==> src/rtl/uart_tx_arb_if.sv <==
// Requester/transmitter-side bundle for uart_tx_arb.
// master: the arbiter; slave: the requesters and the uart_tx_ctrl ready line.
interface uart_tx_arb_if #(
  parameter int NUM_REQ = 4,
  parameter int DATA_W  = 8
);
  logic [NUM_REQ-1:0]        req;
  logic [NUM_REQ*DATA_W-1:0] req_data;
  logic [NUM_REQ-1:0]        ack;
  logic [NUM_REQ-1:0]        done;
  logic                      uart_send;
  logic [DATA_W-1:0]         uart_data;
  logic                      uart_rdy;
  logic                      busy;
  logic [2:0]                grant_idx;
  logic                      err_timeout;

  modport master (
    input  req, req_data, uart_rdy,
    output ack, done, uart_send, uart_data, busy, grant_idx, err_timeout
  );

  modport slave (
    output req, req_data, uart_rdy,
    input  ack, done, uart_send, uart_data, busy, grant_idx, err_timeout
  );
endinterface

==> src/rtl/uart_tx_arb.sv <==
// Round-robin arbiter sharing one uart_tx_ctrl between NUM_REQ requesters.
// Define UART_ARB_FIXED_PRIO_EN to select lowest-index-wins fixed priority instead.
module uart_tx_arb #(
  parameter int NUM_REQ     = 4,
  parameter int DATA_W      = 8,
  parameter int RDY_TIMEOUT = 16
) (
  input logic           clk,
  input logic           rst,
  uart_tx_arb_if.master bus
);

  typedef enum logic [1:0] {
    IDLE,
    ISSUE,
    WAIT_BUSY,
    WAIT_DONE
  } state_t;

  localparam int CNT_W = $clog2(RDY_TIMEOUT + 1);

  state_t             state_q;
  logic [NUM_REQ-1:0] ack_q;
  logic [NUM_REQ-1:0] done_q;
  logic               send_q;
  logic [DATA_W-1:0]  data_q;
  logic               busy_q;
  logic [2:0]         gidx_q;
  logic               err_q;
  logic [CNT_W-1:0]   cnt_q;
`ifndef UART_ARB_FIXED_PRIO_EN
  logic [2:0]         rr_ptr_q;
`endif

  logic               win_vld_d;
  logic [2:0]         win_idx_d;
  logic [DATA_W-1:0]  win_data_d;

  // Rotating search done as two constant-index passes: above rr_ptr, then wrap to 0..rr_ptr.
  always_comb begin
    win_vld_d  = 1'b0;
    win_idx_d  = '0;
    win_data_d = '0;
`ifdef UART_ARB_FIXED_PRIO_EN
    for (int unsigned i = 0; i < NUM_REQ; i++) begin
      if (!win_vld_d && bus.req[i]) begin
        win_vld_d  = 1'b1;
        win_idx_d  = 3'(i);
        win_data_d = bus.req_data[i*DATA_W +: DATA_W];
      end
    end
`else
    for (int unsigned i = 0; i < NUM_REQ; i++) begin
      if (!win_vld_d && bus.req[i] && (3'(i) > rr_ptr_q)) begin
        win_vld_d  = 1'b1;
        win_idx_d  = 3'(i);
        win_data_d = bus.req_data[i*DATA_W +: DATA_W];
      end
    end
    for (int unsigned i = 0; i < NUM_REQ; i++) begin
      if (!win_vld_d && bus.req[i] && (3'(i) <= rr_ptr_q)) begin
        win_vld_d  = 1'b1;
        win_idx_d  = 3'(i);
        win_data_d = bus.req_data[i*DATA_W +: DATA_W];
      end
    end
`endif
  end

  always_ff @(posedge clk or posedge rst) begin
    if (rst) begin
      state_q  <= IDLE;
      ack_q    <= '0;
      done_q   <= '0;
      send_q   <= 1'b0;
      data_q   <= '0;
      busy_q   <= 1'b0;
      gidx_q   <= '0;
      err_q    <= 1'b0;
      cnt_q    <= '0;
`ifndef UART_ARB_FIXED_PRIO_EN
      rr_ptr_q <= 3'(NUM_REQ - 1);
`endif
    end else begin
      ack_q  <= '0;
      done_q <= '0;
      send_q <= 1'b0;
      err_q  <= 1'b0;
      case (state_q)
        IDLE: begin
          // Granting only while uart_rdy is high protects a frame left running across a reset.
          if (win_vld_d && bus.uart_rdy) begin
            data_q   <= win_data_d;
            gidx_q   <= win_idx_d;
`ifndef UART_ARB_FIXED_PRIO_EN
            rr_ptr_q <= win_idx_d;
`endif
            ack_q    <= NUM_REQ'(1) << win_idx_d;
            busy_q   <= 1'b1;
            state_q  <= ISSUE;
          end
        end
        ISSUE: begin
          send_q  <= 1'b1;
          cnt_q   <= '0;
          state_q <= WAIT_BUSY;
        end
        WAIT_BUSY: begin
          if (!bus.uart_rdy) begin
            state_q <= WAIT_DONE;
          end else if (cnt_q == CNT_W'(RDY_TIMEOUT - 1)) begin
            err_q   <= 1'b1;
            busy_q  <= 1'b0;
            state_q <= IDLE;
          end else begin
            cnt_q <= cnt_q + CNT_W'(1);
          end
        end
        WAIT_DONE: begin
          if (bus.uart_rdy) begin
            done_q  <= NUM_REQ'(1) << gidx_q;
            busy_q  <= 1'b0;
            state_q <= IDLE;
          end
        end
        default: state_q <= IDLE;
      endcase
    end
  end

  assign bus.ack         = ack_q;
  assign bus.done        = done_q;
  assign bus.uart_send   = send_q;
  assign bus.uart_data   = data_q;
  assign bus.busy        = busy_q;
  assign bus.grant_idx   = gidx_q;
  assign bus.err_timeout = err_q;

endmodule

==> src/flat_wrapper.sv <==
// flat-port wrapper written by rule: the top's interface ports become plain ports
module uart_tx_arb_flat 
#(
  parameter int NUM_REQ     = 4,
  parameter int DATA_W      = 8,
  parameter int RDY_TIMEOUT = 16
)
  (clk, rst, bus_req, bus_req_data, bus_uart_rdy, bus_ack, bus_done, bus_uart_send, bus_uart_data, bus_busy, bus_grant_idx, bus_err_timeout);
  uart_tx_arb_if #(.NUM_REQ(NUM_REQ), .DATA_W(DATA_W)) bus_i ();
  input logic clk;
  input logic rst;
  input wire logic [$bits(bus_i.req)-1:0] bus_req;
  input wire logic [$bits(bus_i.req_data)-1:0] bus_req_data;
  input wire logic [$bits(bus_i.uart_rdy)-1:0] bus_uart_rdy;
  output wire logic [$bits(bus_i.ack)-1:0] bus_ack;
  output wire logic [$bits(bus_i.done)-1:0] bus_done;
  output wire logic [$bits(bus_i.uart_send)-1:0] bus_uart_send;
  output wire logic [$bits(bus_i.uart_data)-1:0] bus_uart_data;
  output wire logic [$bits(bus_i.busy)-1:0] bus_busy;
  output wire logic [$bits(bus_i.grant_idx)-1:0] bus_grant_idx;
  output wire logic [$bits(bus_i.err_timeout)-1:0] bus_err_timeout;
  assign bus_i.req = bus_req;
  assign bus_i.req_data = bus_req_data;
  assign bus_i.uart_rdy = bus_uart_rdy;
  assign bus_ack = bus_i.ack;
  assign bus_done = bus_i.done;
  assign bus_uart_send = bus_i.uart_send;
  assign bus_uart_data = bus_i.uart_data;
  assign bus_busy = bus_i.busy;
  assign bus_grant_idx = bus_i.grant_idx;
  assign bus_err_timeout = bus_i.err_timeout;
  uart_tx_arb #(.NUM_REQ(NUM_REQ), .DATA_W(DATA_W), .RDY_TIMEOUT(RDY_TIMEOUT)) u_core (.clk(clk), .rst(rst), .bus(bus_i));
endmodule
==> config.mk <==
export PLATFORM = sky130hd
export DESIGN_NAME = uart_tx_arb_flat
export DESIGN_NICKNAME = d
export VERILOG_FILES = /design/src/rtl/uart_tx_arb_if.sv /design/src/rtl/uart_tx_arb.sv /design/src/flat_wrapper.sv
export SDC_FILE = /design/constraint.sdc
export NUM_CORES = 1
export LEC_CHECK = 0
export CORE_MARGIN = 10
export CORE_UTILIZATION = 50
export CTS_BUF_LIST = sky130_fd_sc_hd__clkbuf_16
export DETAILED_ROUTE_END_ITERATION = 6
export PLACE_DENSITY = 0.85
export SETUP_SLACK_MARGIN = 0.3
export SLEW_MARGIN = 25
export SYNTH_ARGS = -nofsm -noshare
export SYNTH_HDL_FRONTEND = slang
export SYNTH_SLANG_ARGS = --single-unit
==> constraint.sdc <==
create_clock -name clk -period 3.9 [get_ports clk]
set_clock_uncertainty 0.05 [all_clocks]
set_input_delay 0.585 -clock clk [delete_from_list [all_inputs] [get_ports clk]]
set_output_delay 0.585 -clock clk [all_outputs]
set_load 0.05 [all_outputs]
* Yosys cells after proc, flatten, opt, wreduce, memory -nomap -nowiden
Index checks and enable logic that the tools add are counted. Widths: inputs -> output; s select.
Storage, ports and cells: input bits 39, word-level logic and storage cells 105, register bits after elaboration 32
Operators by class: reductions and logical operators 30, muxes and demuxes 44, equality and inequality tests 10, add/subtract/negate cells 1, shift-type cells 2, magnitude comparators 8
Operator list (count):
- $mux 8 | 8
- $mux 2 | 10
- $mux 1 | 17
- $logic_and 1x1->1 | 16
- $mux 4 | 4
- $mux 5 | 2
- $pmux 5 s2 | 1
- $pmux 2 s4 | 1
- $logic_not 1->1 | 7
- $gt 1x3->1 const A | 2
- $gt 2x3->1 const A | 2
- $le 1x3->1 const A | 2
- $le 2x3->1 const A | 2
- $ne 2x2->1 const B | 3
- $reduce_and 3->1 | 2
- $add 5x1->5 const B | 1
- $eq 5x4->1 const B | 1
- $reduce_and 5->1 | 1
- $eq 2x2->1 const B | 2
- $ne 2x1->1 const B | 2
- $shl 1x2->4 const A | 1
- $shl 1x3->4 const A | 1
- $ne 3x2->1 const B | 1
- $pmux 1 s3 | 1
- other kinds (5) | 5

* Depth between registers and ports, before layout
depth in word-level cells 34, depth in mapped cells 8, depth with buffers taken out 8

* Worst setup path before layout
OpenSTA, ideal clock, no wires.
path type in2reg, from in bus_req[3], to reg u_core.data_q[0], in the netlist u_core.bus.uart_data[0], data arrival time 1.695 ns, cell stages on the path 6, slack 2.022 ns, cell sequence buf_2 > nand2b_1 > a311oi_4 > a21o_1 > a2111oi_0 > o21ai_1
On the way: cells in the longest elaborated chain, start to end 21
RTL lines:
- start, declared | RTL line flat_wrapper.sv:12 | input wire logic [$bits(bus_i.req)-1:0] bus_req;
- $logic_and 1x1->1 (2 in a row) | RTL line uart_tx_arb.sv:54 | if (!win_vld_d && bus.req[i] && (3'(i) > rr_ptr_q)) begin
- $mux 1 | RTL line uart_tx_arb.sv:54
- $logic_not 1->1 | RTL line uart_tx_arb.sv:61 | if (!win_vld_d && bus.req[i] && (3'(i) <= rr_ptr_q)) begin
- $logic_and 1x1->1 (2 in a row) | RTL line uart_tx_arb.sv:61
- $mux 1 | RTL line uart_tx_arb.sv:61
- $logic_not 1->1 | RTL line uart_tx_arb.sv:61
- $logic_and 1x1->1 (2 in a row) | RTL line uart_tx_arb.sv:61
- $mux 1 | RTL line uart_tx_arb.sv:61
- $logic_not 1->1 | RTL line uart_tx_arb.sv:61
- $logic_and 1x1->1 (2 in a row) | RTL line uart_tx_arb.sv:61
- $mux 1 | RTL line uart_tx_arb.sv:61
- $logic_not 1->1 | RTL line uart_tx_arb.sv:61
- $logic_and 1x1->1 (2 in a row) | RTL line uart_tx_arb.sv:61
- $mux 1 | RTL line uart_tx_arb.sv:61
- $logic_and 1x1->1 | RTL line uart_tx_arb.sv:92 | if (win_vld_d && bus.uart_rdy) begin
- $reduce_and 2->1 (no source line)
- end signal, assigned | RTL line uart_tx_arb.sv:93 | data_q <= win_data_d;
- end, declared | RTL line uart_tx_arb.sv:26 | logic [DATA_W-1:0] data_q;
Several ways; a longest one is shown, not always the timed one. A chain may end at the register's enable or synchronous reset.

* Final worst setup path
from in bus_req[1], to reg u_core.data_q[6], in the netlist u_core.bus.uart_data[6]
On the way: cells in the longest elaborated chain, start to end 29
RTL lines (RTL line):
- $logic_and 1x1->1 (2 in a row) | uart_tx_arb.sv:54
- $mux 1 | uart_tx_arb.sv:54
- $logic_not 1->1 | uart_tx_arb.sv:54
- $logic_and 1x1->1 (2 in a row) | uart_tx_arb.sv:54
- $mux 1 | uart_tx_arb.sv:54
- $logic_not 1->1 | uart_tx_arb.sv:54
- $logic_and 1x1->1 (2 in a row) | uart_tx_arb.sv:54
- $mux 1 | uart_tx_arb.sv:54
- (+8 left out)
- $logic_not 1->1 | uart_tx_arb.sv:61
- $logic_and 1x1->1 (2 in a row) | uart_tx_arb.sv:61
- $mux 1 | uart_tx_arb.sv:61
- $logic_not 1->1 | uart_tx_arb.sv:61
- $logic_and 1x1->1 (2 in a row) | uart_tx_arb.sv:61
- $mux 1 | uart_tx_arb.sv:61
- $logic_and 1x1->1 | uart_tx_arb.sv:92
- $reduce_and 2->1 (no source line)
Several ways; a longest one is shown, not always the timed one.

==> metrics.cfg <==
[clock_network]
clk_latency_ps = 270
cts-root-buf = clkbuf_16
cts_tree = built
htreeDepth = 2
clk_pin_slew_worst_paths_ps = 50
cts.sinks = 30
clock_path_buffers = 2
cts-buffers-inserted = 5
cts-resized-gates = 0
postCtsHoldBufs = 0
postCtsSetupBuffers = 0

[route]
viasPerCell = 6.14
vias = 2003
drt_first_pass_iters = 4
drt_iter0_markers = 202
avgRoutedWirePerCell_um = 18.0
route.detailed.drc = 0
ant_nets = 0
finalWirelength_um = 5850

[synthesis]
synth-compound-area-share = 0.309
syn_area_per_cell_um2 = 8.72
synth.largest_area_cell = dfrtp_1
synthArstFlopShare = 1.00
synth-main-ff-cell = dfrtp_1
yosys.area_share.simple = 0.216
synth-seq-area-share = 0.389
syn_inst = 222
synth_fp_nets = 263
synthXorXnorAreaFrac = 0
yosys-top-cells-count = dfrtp_1, nand2_1, a21oi_1, a21o_1
yosysWarnings = 0
synth_top_family_by_area = compound AO/OA/AOI/OAI gates
synth-adder-area-share = 0.0129
netlist_area_um2 = 1940
synth_top_area_frac = 0.362
synthMuxAreaShare = 0.0168
ys_seq_elements = 30
synth_edf_count = 0
synth_cell_types = 52
synth.top_cells.by_area = dfrtp_1, a21oi_1, nand2_1
synthMostInstantiatedCell = dfrtp_1

[grt]
grt_pass1_vias = 1911
grt_max_degree = 23
grt_use_total = 0.179
grt_overflow_total = 0
grt_first_pass_wirelength_um = 9520
antenna_found_initial = 0

[worst_setup_path]
crit_type = in2reg
crit_buf_inv = 1
end_kind = flop
worstSetupStartpointType = input pin
cp.arrival_ps = 2780
cp_data_required_time_ps = 3990
crit_slowest_cell = clkdlybuf4s50_1
crit_chain = clkdlybuf4s50_1 -> nand2b_1 -> a21oi_1 -> nor2_1 -> a2111oi_0 -> o21ai_1
crit_fanout = 11
slowest_delay_ps = 750
cpLargestDelayFamily = compound AO/OA/AOI/OAI gates

[placement]
dp.cells = 318
place_congestion = 0.969
hpwl_um = 4350
place_ws_ps = 990
numPortBuffers = 59

[sta]
maxSlewViolCount = 0
min_period_over_period = 0.688
layout_min_cycle_time_ps = 2680
tightest_slew_ps = 875
finalHoldViolCount = 0
fin_setup_tns_ps = 0
worst_slack_ps = 1220
max_freq_mhz = 372
rsz0062_at_grt = no
finalSetupViolations = 0
hold_ws_ps = 467
max-slew-margin-rel = 0.416

[layout]
drive_gt1_frac = 0.0935
antenna_cells_inserted = 0
final_cells = 326
area_delta_synth_final_pct = 38.4
fillers = 302
fin_nets = 318

[floorplan]
die_h_um = 82.2
die_w_um = 82.2
placementRows = 22
initial_core_util = 0.521
core_area_um2 = 3720
io_pins = 61
die-area_um2 = 6760

[pwr]
power_leakage_nw = 1.13
p_per_area_nw_per_um2 = 670
irDropWorstVdd_mv = 0.312

[worst_hold_path]
hold_class = reg2reg

[run_status]
status = finished, final reports clean

[run]
maxCapViolations = 0

layer usage:
| metal | global-route usage | vias up | share of wire |
|---|---|---|---|
| met4 | 0.0425 | 0 | 0.0046 |
| met2 | 0.274 | 113 | 0.46 |
| met5 | 0 | - | 0 |
| met3 | 0.0670 | 4 | 0.11 |
| li1 | - | 938 | - |
| met1 | 0.233 | 948 | 0.42 |
kinds of logic after synthesis:
kind of cell,count (synthesis)
adders and majority gates,2
buffers and inverters,24
DFF,30
AOI/OAI and AO/OA,85
muxes,3
and+or+nand+nor,77
other,1
through the flow:
step                      cell area [um2]  total power, mW   util
after global placement               2540             1.41  0.683
after global routing                 2680             1.89  0.721
after floorplan                      1940             1.14      -
after detailed placement             2540             1.42  0.683
final                                2680             1.80  0.721
after CTS                            2680             1.79  0.721
cell type report:
type	count	area, um2	share of cell area
clock buffer	5	125	0.0467
timing repair buffer	61	606	0.226
tap	48	60.1	0.0224
clock inverter	3	16.3	0.00607
inverter	11	41.3	0.0154
multi-input combinational	168	1080	0.402
sequential	30	753	0.281
worst paths after layout:
| check | from | to | slack [ps] | cells after the start |
|---|---|---|---|---|
| worst max register to register | u_core.rr_ptr_q[1]$_DFFE_PP1P_ | u_core.bus.uart_data[2]$_DFFE_PP0P_ | 1620 | 5 |
| max in group asynchronous | rst | u_core.bus.done[1]$_DFF_PP0_ | 2400 | 3 |
| worst max-delay path | bus_req[1] | u_core.bus.uart_data[6]$_DFFE_PP0P_ | 1220 | 6 |
| worst min register to register | u_core.bus.grant_idx[1]$_DFFE_PP0P_ | u_core.bus.done[1]$_DFF_PP0_ | 470 | 1 |
| min in group asynchronous | rst | u_core.bus.ack[3]$_DFF_PP0_ | 750 | 2 |
| worst min-delay path | u_core.bus.grant_idx[1]$_DFFE_PP0P_ | u_core.bus.done[1]$_DFF_PP0_ | 470 | 1 |
registers in the layout, indices dropped and copies added (netlist names):
register                count
u_core.state_q              2
u_core.bus.busy             1
u_core.bus.ack              4
u_core.bus.uart_send        1
u_core.cnt_q                5
u_core.bus.err_timeout      1
u_core.rr_ptr_q             2
u_core.bus.grant_idx        2
u_core.bus.uart_data        8
u_core.bus.done             4
power by group:
part | internal (mW) | switching (mW)
logic | 0.328 | 0.540
registers | 0.418 | 0.143
clock network | 0.232 | 0.133
total | 0.979 | 0.816
layout by cell type (no fill, tap or decap), types with 3 or more instances in the layout:
cell             count
a2111oi_0            5
a21o_1              10
a21oi_1             20
a31oi_1              5
and3_1               6
clkbuf_16            5
clkdlybuf4s50_1     59
dfrtp_1             28
inv_1                9
nand2_1             21
nand2b_1             6
nand3_1              9
nor2_1               7
nor2_2               3
nor2b_1              4
nor3_1               9
o21ai_0              9
o21ai_1              8
o221ai_1             7
o22ai_1              3
Power figures use the tool's default switching activity.
